[config.mk]
export PLATFORM = sky130hd
export DESIGN_NAME = c16_muldiv
export DESIGN_NICKNAME = d
export VERILOG_FILES = /design/src/rtl/c16_muldiv.sv
export SDC_FILE = /design/constraint.sdc
export NUM_CORES = 1
export LEC_CHECK = 0
export ABC_AREA = 0
export CAP_MARGIN = 15
export CORE_AREA = 2 2 97 169
export CTS_BUF_LIST = sky130_fd_sc_hd__clkbuf_8
export DETAILED_ROUTE_END_ITERATION = 12
export DIE_AREA = 0 0 99 171
export GPL_TIMING_DRIVEN = 0
export PLACE_DENSITY = 0.78
export SLEW_MARGIN = 20
export SYNTH_ARGS = -nofsm -noshare
export SYNTH_HDL_FRONTEND = slang
export SYNTH_SLANG_ARGS = --single-unit
[constraint.sdc]
create_clock -name clk -period 3.3 [get_ports clk]
set_input_delay 0.66 -clock clk [delete_from_list [all_inputs] [get_ports clk]]
set_output_delay 0.66 -clock clk [all_outputs]
set_load 0.01 [all_outputs]
[src/rtl/c16_muldiv.sv]
// Sequential multiply/divide unit: shift-add multiply and restoring divide,
// one result bit per cycle, with sign handling before and after the iteration loop.
module c16_muldiv #(
    parameter int WIDTH = 16,
    parameter int CNT_W = 5
) (
    input  logic             clk,
    input  logic             reset,
    input  logic             start,
    input  logic             op_div,
    input  logic             op_signed,
    input  logic [WIDTH-1:0] a,
    input  logic [WIDTH-1:0] b,
    output logic             busy,
    output logic             done,
    output logic [WIDTH-1:0] res_lo,
    output logic [WIDTH-1:0] res_hi,
    output logic             div_zero,
    output logic [1:0]       fsm_state
);

    typedef enum logic [1:0] {IDLE, PREP, RUN, FIX} state_t;

    state_t             state;
    logic [CNT_W-1:0]   cnt;
    logic               is_div;
    logic               is_signed;
    logic               dz;
    logic               neg_res;
    logic               neg_rem;
    logic [WIDTH-1:0]   opa;
    logic [WIDTH-1:0]   opb;
    logic [WIDTH-1:0]   mcand;
    logic [WIDTH-1:0]   hi;
    logic [WIDTH-1:0]   lo;

    logic               sa;
    logic               sb;
    logic [WIDTH-1:0]   abs_a;
    logic [WIDTH-1:0]   abs_b;
    logic [WIDTH:0]     mul_sum;
    logic [WIDTH:0]     div_shift;
    logic [WIDTH:0]     div_trial;
    logic [2*WIDTH-1:0] prod_fix;
    logic [WIDTH-1:0]   q_fix;
    logic [WIDTH-1:0]   r_fix;

    assign fsm_state = state;

    assign sa    = is_signed & opa[WIDTH-1];
    assign sb    = is_signed & opb[WIDTH-1];
    assign abs_a = sa ? (~opa + 1'b1) : opa;
    assign abs_b = sb ? (~opb + 1'b1) : opb;

    // Multiply: hi accumulates, lo holds the remaining multiplier bits.
    assign mul_sum   = {1'b0, hi} + ({1'b0, mcand} & {(WIDTH+1){lo[0]}});
    // Divide: hi is the partial remainder, lo shifts dividend out and quotient in.
    assign div_shift = {hi, lo[WIDTH-1]};
    assign div_trial = div_shift - {1'b0, mcand};

    assign prod_fix = neg_res ? (~{hi, lo} + 1'b1) : {hi, lo};
    assign q_fix    = neg_res ? (~lo + 1'b1) : lo;
    assign r_fix    = neg_rem ? (~hi + 1'b1) : hi;

    always_ff @(posedge clk) begin
        if (reset) begin
            state     <= IDLE;
            cnt       <= '0;
            busy      <= 1'b0;
            done      <= 1'b0;
            div_zero  <= 1'b0;
            res_lo    <= '0;
            res_hi    <= '0;
            is_div    <= 1'b0;
            is_signed <= 1'b0;
            dz        <= 1'b0;
            neg_res   <= 1'b0;
            neg_rem   <= 1'b0;
            opa       <= '0;
            opb       <= '0;
            mcand     <= '0;
            hi        <= '0;
            lo        <= '0;
        end else begin
            done <= 1'b0;
            case (state)
                IDLE: begin
                    if (start && !busy) begin
                        opa       <= a;
                        opb       <= b;
                        is_div    <= op_div;
                        is_signed <= op_signed;
                        dz        <= 1'b0;
                        state     <= PREP;
                    end
                end
                PREP: begin
                    busy    <= 1'b1;
                    hi      <= '0;
                    cnt     <= CNT_W'(WIDTH);
                    neg_res <= sa ^ sb;
                    neg_rem <= sa;
                    if (is_div) begin
                        lo    <= abs_a;
                        mcand <= abs_b;
                        if (opb == '0) begin
                            dz    <= 1'b1;
                            state <= FIX;
                        end else begin
                            state <= RUN;
                        end
                    end else begin
                        lo    <= abs_b;
                        mcand <= abs_a;
                        state <= RUN;
                    end
                end
                RUN: begin
                    cnt <= cnt - 1'b1;
                    if (is_div) begin
                        hi <= div_trial[WIDTH] ? div_shift[WIDTH-1:0] : div_trial[WIDTH-1:0];
                        lo <= {lo[WIDTH-2:0], ~div_trial[WIDTH]};
                    end else begin
                        hi <= mul_sum[WIDTH:1];
                        lo <= {mul_sum[0], lo[WIDTH-1:1]};
                    end
                    if (cnt == CNT_W'(1)) begin
                        state <= FIX;
                    end
                end
                FIX: begin
                    done  <= 1'b1;
                    busy  <= 1'b0;
                    state <= IDLE;
                    if (dz) begin
                        res_lo   <= '1;
                        res_hi   <= opa;
                        div_zero <= 1'b1;
                    end else if (is_div) begin
                        res_lo   <= q_fix;
                        res_hi   <= r_fix;
                        div_zero <= 1'b0;
                    end else begin
                        res_lo   <= prod_fix[WIDTH-1:0];
                        res_hi   <= prod_fix[2*WIDTH-1:WIDTH];
                        div_zero <= 1'b0;
                    end
                end
                default: state <= IDLE;
            endcase
        end
    end

endmodule

; Word level (Yosys, flattened, before mapping)
; Index checks and enable logic that the tools add are counted.
[word_totals]
out_inout_bits = 37
latchBits = 0
n_memories = 0
wordCells = 82
rom_bits = 0
input_bits = 37
ramBits = 0
regBits = 127
[op_classes]
n_div = 0
reduce_logical = 10
eq_ne = 8
add_sub_neg = 8
n_shift = 0
bitwise_logic = 10
muxes = 29
order_cmp = 0
multipliers = 0
[ops]
columns = cell, count
row1 = $mux W16, 13
row2 = $add A16 B1 Y16 const B, 4
row3 = $not A16 Y16, 4
row4 = $pmux W16 S2, 2
row5 = $add A32 B1 Y32 const B, 1
row6 = $mux W32, 1
row7 = $not A32 Y32, 1
row8 = $add A16 B17 Y17, 1
row9 = $and A16 B17 Y17, 1
row10 = $sub A17 B16 Y17, 1
row11 = $logic_not A16 Y1, 1
row12 = $pmux W5 S2, 1
row13 = $ne A2 B2 Y1 const B, 4
row14 = $pmux W2 S4, 1
row15 = $mux W1, 6
row16 = $mux W2, 3
row17 = $reduce_bool A2 Y1, 3
row18 = $eq A5 B1 Y1 const B, 1
row19 = $sub A5 B1 Y5 const B, 1
row20 = $eq A2 B2 Y1 const B, 2
row21 = $pmux W1 S2, 2
row22 = $reduce_and A2 Y1, 2
row23 = $reduce_and A4 Y1, 1
row24 = $and A1 B1 Y1, 2
row25 = 6 further kinds, 6

; Logic depth before layout (Yosys ltp)
[depth]
word_depth = 5
ltp_mapped = 12
depth_no_buf = 12

; Least setup slack after synthesis
; Ideal clock, no wire load.
[synth_path]
path_type = register to register
from = reg lo[15]
to = reg hi[0]
path_stages_with_launch = 12
required_ns = 3.217
setup_ns = 0.083
arrival_time_ns = 2.807
synth_period_minus_slack_ns = 2.890
slack_ns = 0.410
n_path_buf = 0
path_cell_list = dfxtp_1 -> inv_1 -> ha_1 -> fa_1 -> nor2b_1 -> o31a_1 -> o21ai_1 -> a31oi_1 -> a31oi_1 -> xnor2_2 -> mux2_2 -> o221ai_1
[synth_via]
elab_chain_len = 4
[synth_lines]
columns = item, line_no
row1 = "start, declared", 35  ; logic [WIDTH-1:0] lo;
row2 = "start signal, assigned", 104  ; lo <= abs_a;
row3 = "start signal, assigned", 113  ; lo <= abs_b;
row4 = "start signal, assigned", 122  ; lo <= {lo[WIDTH-2:0], ~div_trial[WIDTH]};
row5 = $sub A17 B16 Y17, 59  ; assign div_trial = div_shift - {1'b0, mcand};
row6 = $mux W16 (*), 121  ; hi <= div_trial[WIDTH] ? div_shift[WIDTH-1:0] : div_trial[WIDTH-1:0];
row7 = $mux W16 (*), 120  ; if (is_div) begin
row8 = $pmux W16 S2 (*), 86  ; case (state)
row9 = "end signal, assigned", 121
row10 = "end signal, assigned", 124  ; hi <= mul_sum[WIDTH:1];
row11 = "end, declared", 34  ; logic [WIDTH-1:0] hi;
; Mark *: on every way between the ends. The rest lies on a longest branch, timed or not.
; A chain may end at the register's enable or synchronous reset.

; Worst setup path after layout
[layout_path]
from = reg lo[15]
to = reg hi[1]
[layout_via]
elab_chain_len = 4
[layout_lines]
columns = item, line_no
row1 = $sub A17 B16 Y17, 59
row2 = $mux W16, 121
row3 = $mux W16, 120
row4 = $pmux W16 S2, 86
; No other way between the ends.

==> out/metrics.json <==
{
  "postSynthCellCount": {"value": 1064},
  "fmaxAchievable": {"value": 317, "unit": "MHz"},
  "crit_path_most_repeated_cell": {"value": "sky130_fd_sc_hd__a31oi_4"},
  "endpoint_kind": {"value": "register"},
  "ff2ff_path_depth": {"value": 12},
  "setup_violations": {"value": 0},
  "worst_hold_startpoint": {"value": "res_lo[5]$_SDFFE_PP0P_"},
  "dr_total_vias": {"value": 8399},
  "cts_hold_buffers": {"value": 0},
  "drt-pass1-iter-count": {"value": 6},
  "drive_gt1_frac": {"value": 0.0699},
  "grt_pass1_vias": {"value": 8072},
  "clock_latency": {"value": 0.46, "unit": "ns"},
  "grt_util_all_layers": {"value": 0.320},
  "worst_hold_slack": {"value": 0.483, "unit": "ns"},
  "globalRouteOverflowTotal": {"value": 0},
  "detail_route.wl_per_cell": {"value": 20.0, "unit": "um"},
  "drt_iter0_markers": {"value": 572},
  "detailedPlacementHpwl": {"value": 21100, "unit": "um"},
  "ys.warnings.count": {"value": 0},
  "mappedNetlistNets": {"value": 1145},
  "use_met1": {"value": 0.323},
  "cts_buffers": {"value": 17},
  "capturing_point_of_the_worst_reg2reg_path": {"value": "hi[1]$_SDFFE_PP0P_"},
  "die-width": {"value": 99, "unit": "um"},
  "layout-area-overhead-vs-synth": {"value": 18.2, "unit": "%"},
  "startpoint_type": {"value": "register"},
  "number_of_flip_flops_and_latches_in_the_synthesized_netlist": {"value": 127},
  "worst_ep_arrival_time": {"value": 3.54, "unit": "ns"},
  "placement.io_buffers": {"value": 72},
  "synth_enable_flop_cells": {"value": 0},
  "slew-limit-headroom": {"value": 0.370},
  "num-fill-cells": {"value": 1368},
  "crit_end": {"value": "hi[1]$_SDFFE_PP0P_"},
  "yosys-mux-area-fraction": {"value": 0.0899},
  "layout.core_utilization": {"value": 0.632},
  "mostFrequentLayoutCells": {"value": "sky130_fd_sc_hd__nor2_1, sky130_fd_sc_hd__nand2_1, sky130_fd_sc_hd__dfxtp_1"},
  "max-vdd-ir-drop": {"value": 343, "unit": "uV"},
  "synth_xor_xnor_area_share": {"value": 0.0815},
  "setup.worst_path.start": {"value": "lo[15]$_SDFFE_PP0P_"},
  "timing.final.max_slew_violations": {"value": 0},
  "n_antenna_cell": {"value": 0},
  "floorplan.rows": {"value": 61},
  "r2r_slack": {"value": 0.14, "unit": "ns"},
  "layout.cells.most_common": {"value": "sky130_fd_sc_hd__nor2_1"},
  "run_status": {"value": "finished, final reports clean"},
  "worst_pin_slew": {"value": 0.941, "unit": "ns"},
  "grt_first_pass_wirelength": {"value": 42200, "unit": "um"},
  "crit_path_top_delay_cell": {"value": "sky130_fd_sc_hd__fa_1"},
  "dominant_combinational_cell_family_by_area_after_synthesis": {"value": "simple AND/OR/NAND/NOR gates"},
  "cts_root_buf": {"value": "sky130_fd_sc_hd__clkbuf_8"},
  "worst-endpoint-required": {"value": 3.68, "unit": "ns"},
  "most_used_layer_global_route": {"value": "met2"},
  "fp.coreArea": {"value": 15600, "unit": "um^2"},
  "place.gp.congestion": {"value": 0.992},
  "grtUsageMet3": {"value": 0.0486},
  "worstPathCellList": {"value": "inv_1, ha_1, fa_1, nor2b_2, o31a_1, o21ai_1, a31oi_4, a31oi_4, xnor2_4, buf_4, mux2_2, o21ai_0"},
  "seq_area": {"value": 2550, "unit": "um^2"},
  "design.die.area": {"value": 16900, "unit": "um^2"},
  "synth-adder-area-share": {"value": 0.0676},
  "min_period_over_period": {"value": 0.956},
  "finish.net_count": {"value": 1241},
  "tritoncts_clock_tree": {"value": "done"},
  "number_of_levels_the_h_tree_was_split_into": {"value": 4},
  "post_synthesis_cell_area": {"value": 8370, "unit": "um^2"},
  "async_sr_flop_fraction": {"value": 0},
  "use_met2": {"value": 0.584},
  "synth_compound_area_frac": {"value": 0.203},
  "startpoint_of_the_worst_slack_reg_to_reg_timing_path": {"value": "lo[15]$_SDFFE_PP0P_"},
  "drtAntennaViolNets": {"value": 0},
  "initial_core_util": {"value": 0.535},
  "number_of_instances_on_the_worst_hold_path": {"value": 2},
  "path_type_of_the_worst_min_delay_path": {"value": "reg2reg"},
  "cts_max_path_buffers": {"value": 2},
  "die_h": {"value": 171, "unit": "um"},
  "area_fraction_in_and_or_nand_and_nor_cells_after_synthesis": {"value": 0.205},
  "crit_path_max_fanout": {"value": 5},
  "layout_min_cycle_time": {"value": 3.16, "unit": "ns"},
  "initial_antenna_violation_count": {"value": 0},
  "drc": {"value": 0},
  "ys_dominant_reg_cell": {"value": "sky130_fd_sc_hd__dfxtp_1"},
  "multi_input_logic_area": {"value": 5460, "unit": "um^2"},
  "p_leak": {"value": 3.84, "unit": "nW"},
  "floorplan.io_pins": {"value": 74},
  "timing.setup.critical_path_class": {"value": "reg2reg"},
  "cap_viol_max_count": {"value": 0},
  "slowest_delay": {"value": 0.42, "unit": "ns"},
  "power-per-cell-area": {"value": 738, "unit": "nW/um^2"},
  "synth_seq_area_share": {"value": 0.304},
  "post_drt_via_cell_ratio": {"value": 6.17},
  "grt_max_degree": {"value": 17},
  "cts_num_sinks": {"value": 127},
  "clkSlewWorstSetupHoldPaths": {"value": 0.08, "unit": "ns"},
  "finalHoldViolations": {"value": 0},
  "netlist-cell-type-count": {"value": 67},
  "drt_wl_total": {"value": 27200, "unit": "um"},
  "timing.clock.skew": {"value": 0.0154, "unit": "ns"},
  "synth_area_per_cell": {"value": 7.86, "unit": "um^2"}
}
## sequential cells by signal, indices dropped and copies added, names as in the netlist
register,cells
neg_res,1
busy,1
cnt,5
div_zero,1
neg_rem,1
mcand,16
opb,16
lo,16
hi,16
dz,1
opa,16
res_lo,16
is_div,1
fsm_state,2
is_signed,1
done,1
res_hi,16
## power breakdown
group / leakage (nW) / internal (W) / switching, W
Combinational: 2.57 / 0.00150 / 0.00207
Clock: 0.234 / 0.000943 / 0.000690
Sequential: 1.03 / 0.00179 / 0.000308
Total: 3.84 / 0.00423 / 0.00306
## metrics by stage
stage	TNS (ns)	instances	worst slack, ns	power, W	cell area [um^2]
floorplan	0	1064	0.410	0.00439	8370
global placement	-5.50	1325	-0.467	0.00535	9330
detailed placement	-6.37	1325	-0.522	0.00540	9330
CTS	0	1360	0.00462	0.00714	9860
global route	-0.0142	1362	-0.0142	0.00768	9890
finish	0	1362	0.144	0.00730	9890
## worst min-delay path by stage
stage               slack, ns                       to
finish                   0.48   res_lo[5]$_SDFFE_PP0P_
global route             0.50  res_lo[13]$_SDFFE_PP0P_
CTS                      0.49   res_lo[4]$_SDFFE_PP0P_
detailed placement       0.47    mcand[7]$_SDFFE_PP0P_
global placement         0.47    mcand[7]$_SDFFE_PP0P_
floorplan                0.44    mcand[7]$_SDFFE_PP0P_
## area by class of cell
type | count | area share
plain buffers | 62 | 0.0257
flip-flops and latches | 127 | 0.257
clock buffers | 19 | 0.0264
well taps | 189 | 0.0239
inverters | 44 | 0.0167
clock inverters | 13 | 0.0211
multi-input cells | 831 | 0.552
repair buffers | 77 | 0.0766
## routing by layer
| layer | share of wire | vias up |
|---|---|---|
| li1 | - | 3950 |
| met1 | 0.34 | 3897 |
| met2 | 0.51 | 393 |
| met3 | 0.058 | 159 |
| met4 | 0.088 | 0 |
| met5 | 0 | - |
## synthesized netlist by cell type (4+ instances only)
cell / count / area, um^2
sky130_fd_sc_hd__nor2_1: 145 / 544
sky130_fd_sc_hd__nand2_1: 128 / 480
sky130_fd_sc_hd__dfxtp_1: 127 / 2540
sky130_fd_sc_hd__a21oi_1: 83 / 415
sky130_fd_sc_hd__o21ai_0: 57 / 285
sky130_fd_sc_hd__clkbuf_1: 49 / 184
sky130_fd_sc_hd__inv_1: 43 / 161
sky130_fd_sc_hd__ha_1: 42 / 526
sky130_fd_sc_hd__mux2i_1: 41 / 410
sky130_fd_sc_hd__xor2_1: 40 / 350
sky130_fd_sc_hd__xnor2_1: 36 / 315
sky130_fd_sc_hd__nor3_1: 33 / 165
sky130_fd_sc_hd__a211oi_1: 31 / 233
sky130_fd_sc_hd__a31oi_1: 14 / 87.6
sky130_fd_sc_hd__nand2b_1: 14 / 87.6
sky130_fd_sc_hd__o211ai_1: 14 / 105
sky130_fd_sc_hd__nand3_1: 13 / 65.1
sky130_fd_sc_hd__buf_1: 10 / 37.5
sky130_fd_sc_hd__mux4_2: 10 / 225
sky130_fd_sc_hd__nor2b_1: 10 / 62.6
sky130_fd_sc_hd__a22oi_1: 9 / 67.6
sky130_fd_sc_hd__mux2_2: 8 / 90.1
sky130_fd_sc_hd__o41ai_1: 8 / 70.1
sky130_fd_sc_hd__a21o_1: 7 / 52.6
sky130_fd_sc_hd__o21a_1: 6 / 45.0
sky130_fd_sc_hd__o31ai_1: 6 / 45.0
sky130_fd_sc_hd__or4_1: 6 / 45.0
sky130_fd_sc_hd__nor4_1: 5 / 31.3
sky130_fd_sc_hd__or3_1: 5 / 31.3
sky130_fd_sc_hd__and3_1: 4 / 25.0
sky130_fd_sc_hd__or4_4: 4 / 45.0
## kinds of logic (layout without fill, tap and decap cells)
logic type	Yosys count	count (layout)
xor+xnor	77	77
compound gates	266	266
buf+inv	106	215
fa+ha+maj	44	44
mux	60	60
simple gates	384	384
flops	127	127
## critical path, delay by kind of cell, from the launching register on
kind	cells	cell delay (ns)
mux	1	0.32
simple gates	1	0.15
buf+inv	2	0.32
xor+xnor	1	0.28
fa+ha+maj	2	0.68
compound gates	5	0.95
flops	1	0.38
## repair_timing
item	in CTS	in global routing
setup buffers	3	2
gates resized for setup	6	6
pin swaps	1	2
setup endpoints to repair	17	17
Power figures use the tool's default switching activity.
